--- src/rtl/c3lib_demux2_pkg.sv ---
// Shared types and constants for the 1-to-2 sequential demultiplexer.
package c3lib_demux2_pkg;

  localparam int unsigned LANE_DEPTH = 2;
  localparam int unsigned CNT_W      = 2;

  typedef enum logic {
    LANE0 = 1'b0,
    LANE1 = 1'b1
  } lane_e;

  typedef logic [CNT_W-1:0] cnt_t;

  // A lane can take another beat while it holds fewer than LANE_DEPTH entries.
  function automatic logic lane_has_room(input cnt_t cnt);
    return (cnt < cnt_t'(LANE_DEPTH));
  endfunction

endpackage : c3lib_demux2_pkg

--- src/rtl/c3lib_demux2_lane_buf.sv ---
// Two-entry registered lane buffer; entry0 is always the head presented downstream.
module c3lib_demux2_lane_buf
  import c3lib_demux2_pkg::*;
#(
  parameter int unsigned WIDTH = 8
) (
  input  logic             clk,
  input  logic             rst,
  input  logic             push,
  input  logic [WIDTH-1:0] push_data,
  input  logic             pop_rdy,
  output logic [WIDTH-1:0] head,
  output logic             head_vld,
  output cnt_t             count
);

  logic [WIDTH-1:0] entry0_q, entry0_d;
  logic [WIDTH-1:0] entry1_q, entry1_d;
  cnt_t             count_q,  count_d;
  logic             push_ok_c;
  logic             pop_c;

  assign head     = entry0_q;
  assign head_vld = (count_q != cnt_t'(0));
  assign count    = count_q;

  always_comb begin
    push_ok_c = push & lane_has_room(count_q);
    pop_c     = head_vld & pop_rdy;
  end

  // Push lands in the first free slot; pop shifts entry1 forward. A push+pop
  // can only occur with one entry held, so the new beat replaces the head.
  always_comb begin
    entry0_d = entry0_q;
    entry1_d = entry1_q;
    count_d  = count_q;
    unique case ({push_ok_c, pop_c})
      2'b10: begin
        if (count_q == cnt_t'(0)) begin
          entry0_d = push_data;
        end else begin
          entry1_d = push_data;
        end
        count_d = cnt_t'(count_q + cnt_t'(1));
      end
      2'b01: begin
        if (count_q == cnt_t'(LANE_DEPTH)) begin
          entry0_d = entry1_q;
        end
        count_d = cnt_t'(count_q - cnt_t'(1));
      end
      2'b11: begin
        entry0_d = push_data;
      end
      default: begin
      end
    endcase
  end

  always_ff @(posedge clk) begin
    if (rst) begin
      entry0_q <= '0;
      entry1_q <= '0;
      count_q  <= '0;
    end else begin
      entry0_q <= entry0_d;
      entry1_q <= entry1_d;
      count_q  <= count_d;
    end
  end

endmodule : c3lib_demux2_lane_buf

--- src/rtl/c3lib_demux2_svt_seq.sv ---
// Sequential 1-to-2 demux: steers input beats to two buffered lanes by explicit
// select or by automatic alternation, undoing a 2:1 time-multiplexed stream.
module c3lib_demux2_svt_seq
  import c3lib_demux2_pkg::*;
#(
  parameter int unsigned WIDTH = 8
) (
  input  logic             clk,
  input  logic             rst,
  input  logic             auto_mode,
  input  logic             resync,
  input  logic             sel,
  input  logic [WIDTH-1:0] din,
  input  logic             din_vld,
  output logic             din_rdy,
  output logic [WIDTH-1:0] dout0,
  output logic             dout0_vld,
  input  logic             dout0_rdy,
  output logic [WIDTH-1:0] dout1,
  output logic             dout1_vld,
  input  logic             dout1_rdy
);

  lane_e ptr_q, ptr_d;
  lane_e dst_c;
  cnt_t  count0, count1;
  logic  accept_c;
  logic  push0_c, push1_c;

  // Destination lane and input readiness depend only on registered lane state.
  always_comb begin
    dst_c    = auto_mode ? ptr_q : lane_e'(sel);
    din_rdy  = (dst_c == LANE0) ? lane_has_room(count0) : lane_has_room(count1);
    accept_c = din_vld & din_rdy;
    push0_c  = accept_c & (dst_c == LANE0);
    push1_c  = accept_c & (dst_c == LANE1);
  end

  // Resync wins over toggling; in explicit mode the pointer is frozen.
  always_comb begin
    ptr_d = ptr_q;
    if (auto_mode) begin
      if (resync) begin
        ptr_d = LANE0;
      end else if (accept_c) begin
        ptr_d = lane_e'(~ptr_q);
      end
    end
  end

  always_ff @(posedge clk) begin
    if (rst) begin
      ptr_q <= LANE0;
    end else begin
      ptr_q <= ptr_d;
    end
  end

  c3lib_demux2_lane_buf #(.WIDTH(WIDTH)) u_lane0 (
    .clk       (clk),
    .rst       (rst),
    .push      (push0_c),
    .push_data (din),
    .pop_rdy   (dout0_rdy),
    .head      (dout0),
    .head_vld  (dout0_vld),
    .count     (count0)
  );

  c3lib_demux2_lane_buf #(.WIDTH(WIDTH)) u_lane1 (
    .clk       (clk),
    .rst       (rst),
    .push      (push1_c),
    .push_data (din),
    .pop_rdy   (dout1_rdy),
    .head      (dout1),
    .head_vld  (dout1_vld),
    .count     (count1)
  );

`ifndef SYNTHESIS
  // An unknown explicit select would silently pick a lane in silicon.
  always_ff @(posedge clk) begin
    if (!rst && din_vld && !auto_mode) begin
      assert (!$isunknown(sel))
        else $error("c3lib_demux2_svt_seq: sel unknown while din_vld=1 in explicit mode");
    end
  end
`endif

endmodule : c3lib_demux2_svt_seq

--- config.mk ---
export PLATFORM = sky130hd
export DESIGN_NAME = c3lib_demux2_svt_seq
export DESIGN_NICKNAME = d
export VERILOG_FILES = /design/src/rtl/c3lib_demux2_pkg.sv /design/src/rtl/c3lib_demux2_lane_buf.sv /design/src/rtl/c3lib_demux2_svt_seq.sv
export SDC_FILE = /design/constraint.sdc
export NUM_CORES = 1
export LEC_CHECK = 0
export CORE_UTILIZATION = 40
export CTS_BUF_LIST = sky130_fd_sc_hd__clkbuf_4 sky130_fd_sc_hd__clkbuf_8 sky130_fd_sc_hd__clkbuf_16
export CTS_CLUSTER_DIAMETER = 40
export DETAILED_ROUTE_END_ITERATION = 12
export PLACE_DENSITY = 0.7
export SLEW_MARGIN = 20
export SYNTH_ARGS = -nofsm -noshare
export SYNTH_HDL_FRONTEND = slang
export SYNTH_SLANG_ARGS = --single-unit
--- constraint.sdc ---
create_clock -name clk -period 3 [get_ports clk]
set_input_delay 0.6 -clock clk [delete_from_list [all_inputs] [get_ports clk]]
set_output_delay 0.6 -clock clk [all_outputs]
set_load 0.02 [all_outputs]
-- Word-level counts from Yosys, hierarchy flattened
Cells that the tools add are included.
- bits in registers: 37
- output and inout bits: 19
- logic and storage cells: 62
- bits of input ports: 16
- multiplexer cells: 12
- bitwise logic cells: 11
- magnitude comparators: 2
- equality and inequality tests: 12
- reduce and logical (&&, ||, !) cells: 14
- add/sub/neg operators: 4
- operators by type and width (operator ; count):
    $pmux W8 S3 ; 2
    $mux W8 ; 4
    $eq A2 B2 Y1 const B ; 6
    $reduce_bool A2 Y1 ; 5
    $ne A2 B1 Y1 const B ; 4
    $pmux W2 S2 ; 2
    $and A1 B1 Y1 ; 7
    $reduce_and A2 Y1 ; 3
    $reduce_and A3 Y1 ; 2
    $reduce_bool A3 Y1 ; 2
    $add A2 B1 Y2 const B ; 2
    $eq A2 B1 Y1 const B ; 2
    $logic_not A2 Y1 ; 2
    $lt A2 B2 Y1 const B ; 2
    $mux W1 ; 4
    $not A1 Y1 ; 4
    $sub A2 B1 Y2 const B ; 2

-- Depth between registers and ports, before layout
- depth after elaboration: 8
- depth in mapped cells: 10
- mapped depth without buffers: 8

-- Cells and area by module
From an unflattened synthesis, not the netlist that was laid out.
- cells, all modules: 175
- area total of the unflattened synthesis: 1914.3 um^2
- by module, submodules not included (module ; cells an instance ; instances ; sequential area each (um^2) ; area an instance (um^2)):
    c3lib_demux2_lane_buf (u_lane1) ; 83 ; 1 ; 360.3 ; 913.4
    c3lib_demux2_lane_buf (u_lane0) ; 82 ; 1 ; 360.3 ; 898.4
    c3lib_demux2_svt_seq ; 10 ; 1 ; 20.0 ; 102.6

-- Least setup slack after synthesis
No wires, ideal clock.
- path type: input -> register
- start point: input auto_mode
- end point: register u_lane1.entry0_q[1], in the netlist u_lane1.head[1]
- path buffers: 2
- stages on the path: 9
- slack: 288 ps
- data required time: 2929 ps
- data arrival time: 2641 ps
- library setup time: 71 ps
- path through: mux2i_1 > or3b_2 > ha_1 > buf_6 > mux2_2 > o22a_4 > buf_6 > or3_1 > a21oi_1
- cells in the longest elaborated chain, start to end: 8
- elaborated cells between the ends (all ways): 13
- classes of those cells: eq/ne (5); mux (3); bitwise (3); reduce/logical (2)
- RTL lines (element ; line ; RTL):
    from (decl) ; c3lib_demux2_svt_seq.sv:10 ; input logic auto_mode,
    $mux W1 * ; c3lib_demux2_svt_seq.sv:32 ; dst_c = auto_mode ? ptr_q : lane_e'(sel);
    $mux W1 ; c3lib_demux2_svt_seq.sv:33 ; din_rdy = (dst_c == LANE0) ? lane_has_room(count0) : lane_has_room(count1);
    $and A1 B1 Y1 ; c3lib_demux2_svt_seq.sv:34 ; accept_c = din_vld & din_rdy;
    $and A1 B1 Y1 * ; c3lib_demux2_svt_seq.sv:36 ; push1_c = accept_c & (dst_c == LANE1);
    $and A1 B1 Y1 * ; c3lib_demux2_lane_buf.sv:28 ; push_ok_c = push & lane_has_room(count_q);
    $eq A2 B1 Y1 / $eq A2 B2 Y1 (equally long branches) ; c3lib_demux2_lane_buf.sv:38 ; unique case ({push_ok_c, pop_c})
    $ne A2 B1 Y1 (no line) / $reduce_bool A3 Y1 (equally long branches) ; n/a ;
    $reduce_and A3 Y1 (no line) ; n/a ;
    to (signal assigned) ; c3lib_demux2_lane_buf.sv:67 ; entry0_q <= entry0_d;
    to (decl) ; c3lib_demux2_lane_buf.sv:17 ; logic [WIDTH-1:0] entry0_q, entry0_d;
Mark *: on every way between the ends. The rest lies on a longest branch, timed or not.
A chain may end at the register's enable or synchronous reset.

-- Worst setup path after layout
- start point: input auto_mode
- end point: register u_lane0.entry0_q[6], in the netlist u_lane0.head[6]
- cells in the longest elaborated chain, start to end: 8
- elaborated cells between the ends (all ways): 14
- classes of those cells: eq/ne (5); mux (3); bitwise (4); reduce/logical (2)
- RTL lines (element ; line ; RTL):
    $mux W1 * ; c3lib_demux2_svt_seq.sv:32 ;
    $mux W1 ; c3lib_demux2_svt_seq.sv:33 ;
    $and A1 B1 Y1 ; c3lib_demux2_svt_seq.sv:34 ;
    $and A1 B1 Y1 * ; c3lib_demux2_svt_seq.sv:35 ; push0_c = accept_c & (dst_c == LANE0);
    $and A1 B1 Y1 * ; c3lib_demux2_lane_buf.sv:28 ;
    $eq A2 B1 Y1 / $eq A2 B2 Y1 (equally long branches) ; c3lib_demux2_lane_buf.sv:38 ;
    $ne A2 B1 Y1 (no line) / $reduce_bool A3 Y1 (equally long branches) ; n/a ;
    $reduce_and A3 Y1 (no line) ; n/a ;
    to (signal assigned) ; c3lib_demux2_lane_buf.sv:67 ;
    to (decl) ; c3lib_demux2_lane_buf.sv:17 ;
Marks and branches as above.

==> qor.yml <==
nFillCells: 431
arrival_ps: 3000
synthFlopType: "dfxtp_1"
cts.sinks: 37
synth_nets: 211
crit_type: "primary input to flip-flop"
worstPathCellList: "clkdlybuf4s50_1 -> mux2i_1 -> buf_4 -> nand3b_1 -> ha_1 -> mux2_2 -> o22a_4 -> or3_1 -> a21oi_1"
rsz0062_at_grt: "false"
synthArstFlopShare: 0
die-area_mm2: 0.00484
p_per_area_mw_per_mm2: 799
cts-root-buf: "clkbuf_8"
coreArea_mm2: 0.00438
cts_tree: "done"
cts_buffers: 5
crit_required_ps: 3220
clkTransAtPathRegs_ps: 80
grt_max_degree: 38
critPathMaxFanout: 13
portBuffers: 34
finalCriticalPeriod_ps: 2780
syn_to_final_growth_pct: 28.3
final.setup.tns_ps: 0
fp.dieW_um: 69.6
drcViolationCount: 0
synth.area.top_cells: "dfxtp_1 (41%), mux2i_1 (19%), ha_1 (5.5%)"
io_pins: 35
grt.total_usage: 0.162
avgSynthCellArea_um2: 9.78
clk_path_buf_depth: 2
critPathCaptureType: "flip-flop"
yosysMostFrequentCell: "dfxtp_1"
worst-path-buf-inv: 2
max_stage_delay_ps: 500
wl_um: 3620
layout_setup_ws_ps: 224
internal-power_mw: 1.24
hold_buffers: 0
pre_cts_ws_ps: -168
fin_crit_sh: 0.925
cap_violations: 0
synth-seq-cells: 37
fp-row-count: 24
cp_slowest_cell: "clkdlybuf4s50_1"
syn-cell-area_mm2: 0.00183
overflow: 0
place_congestion: 0.709
seq_area_frac_synth: 0.405
ys_top_cells_by_count: "dfxtp_1 (37), mux2i_1 (34), nor2_1 (20), a21oi_1 (16), o21ai_0 (16)"
critPathLaunchType: "primary input"
cp_top_family: "buffers and inverters"
start_util: 0.417
setup_viol_count_final: 0
p_comb_frac: 0.416
power.share.switching: 0.336
chipHeight_um: 69.6
synth_top_cell_by_area: "dfxtp_1"
hpwlAfterDp_um: 2520
diodes: 0
dr.pass1.iters: 4
num_vias: 1425
drive_above_1_share: 0.140
synthDistinctLibCells: 24
p_switching_mw: 0.629
tightest_slew_ps: 458
ys_warn_count: 0
routedWlPerCell_um: 12.9
holdCritPathClass: "flip-flop to flip-flop"
clkPwrFrac: 0.239
nets: 251
synth_edf_count: 0
seqPwrFrac: 0.345
grt_pass1_vias: 1342
max_freq_mhz: 360
via_per_inst: 5.09
finalClockSkew_ps: 6.10
netlist_instances: 187
grt_first_pass_wirelength_um: 6150
finalHoldViolCount: 0
ir_drop_uv: 426
htreeDepth: 2
final_max_slew_viol_count: 0
synth_top_area_share: 0.405
drt-initial-drc-count: 44
worstSkewPairLatency_ps: 290
outcome: "finished clean"
relSlewSlack: 0.694
antenna_left: 0
grt_antenna_before_repair: 0
total_leakage_power_nw: 1.00
==> layout by cell type (no fill, tap or decap), types with 2 or more instances in the layout <==
| cell | count |
|---|---|
| dfxtp_1 | 37 |
| mux2i_1 | 34 |
| clkdlybuf4s50_1 | 33 |
| nor2_1 | 20 |
| o21ai_0 | 16 |
| a21oi_1 | 16 |
| buf_4 | 11 |
| or3_1 | 10 |
| ha_1 | 8 |
| nand2_1 | 6 |
| or3_2 | 6 |
| clkbuf_8 | 6 |
| inv_1 | 4 |
| xor2_1 | 4 |
| or2_2 | 2 |
| mux2_2 | 2 |
| o22a_4 | 2 |
| xnor2_1 | 2 |
==> logic make-up after synthesis <==
family | synth area share
buffers and inverters | 0.0609
xor gates and xnor gates | 0.0287
and+or+nand+nor | 0.142
DFF | 0.405
AOI/OAI and AO/OA | 0.110
adders and majority gates | 0.0548
muxes | 0.198
==> area by class of cell <==
cell class | count | area [um^2] | area share
Clock buffer | 6 | 82.6 | 0.0352
Tap cell | 52 | 65.1 | 0.0277
Multi-Input combinational cell | 134 | 978 | 0.417
Inverter | 4 | 15.0 | 0.00640
Timing Repair Buffer | 45 | 425 | 0.181
Sequential cell | 37 | 741 | 0.316
Clock inverter | 2 | 37.5 | 0.0160
==> per-stage QoR <==
step	power [mW]	area, um^2	utilization	std cells	hold WS [ps]
final	1.87	2340	0.535	280	475
after global routing	1.99	2340	0.535	280	502
after CTS	1.89	2340	0.534	280	478
after detailed placement	1.44	2220	0.506	272	465
after global placement	1.43	2220	0.506	272	461
after floorplan	1.19	1830	-	187	463
==> registers in the layout, summed over array words and instances (netlist names) <==
| signal | count |
|---|---|
| u_lane1.head | 8 |
| u_lane1.count | 2 |
| ptr_q | 1 |
| u_lane0.entry1_q | 8 |
| u_lane1.entry1_q | 8 |
| u_lane0.count | 2 |
| u_lane0.head | 8 |
==> per-layer routing <==
layer / GRT usage / vias to the layer above / share of wire
met3: 0.0451 / 8 / 0.037
met1: 0.200 / 660 / 0.48
met4: 0.0680 / 0 / 0.020
met2: 0.262 / 30 / 0.46
li1: - / 727 / -
met5: 0 / - / 0
==> worst min-delay path: cells and delay by family (launching register included) <==
family	cells	cell delay (ps)
AOI/OAI and AO/OA	2	120
DFF	1	310
==> power groups by stage <==
stage / clock network [mW] / logic, mW / registers [mW]
2_1_floorplan: 0 / 0.481 / 0.706
3_3_place_gp: 0 / 0.774 / 0.654
3_5_place_dp: 0 / 0.781 / 0.659
4_1_cts: 0.459 / 0.786 / 0.648
5_1_grt: 0.484 / 0.848 / 0.661
6_report: 0.448 / 0.779 / 0.647
==> what timing repair did <==
action	CTS	global route
setup endpoints to repair	0	1
buffers inserted	0	0
resized for setup	0	2
==> path summary, 6_finish.rpt <==
path,from,endpoint,slack (ps),depth (start not counted)
worst min-delay path,u_lane0.head[3]$_SDFFE_PP0P_,u_lane0.head[3]$_SDFFE_PP0P_,470,2
worst max-delay path,auto_mode,u_lane0.head[6]$_SDFFE_PP0P_,220,9
worst max register to register,ptr_q$_SDFFE_PP0P_,u_lane1.head[6]$_SDFFE_PP0P_,670,7
worst min register to register,u_lane0.head[3]$_SDFFE_PP0P_,u_lane0.head[3]$_SDFFE_PP0P_,470,2
No activity file was read; power rests on OpenSTA's default activity.
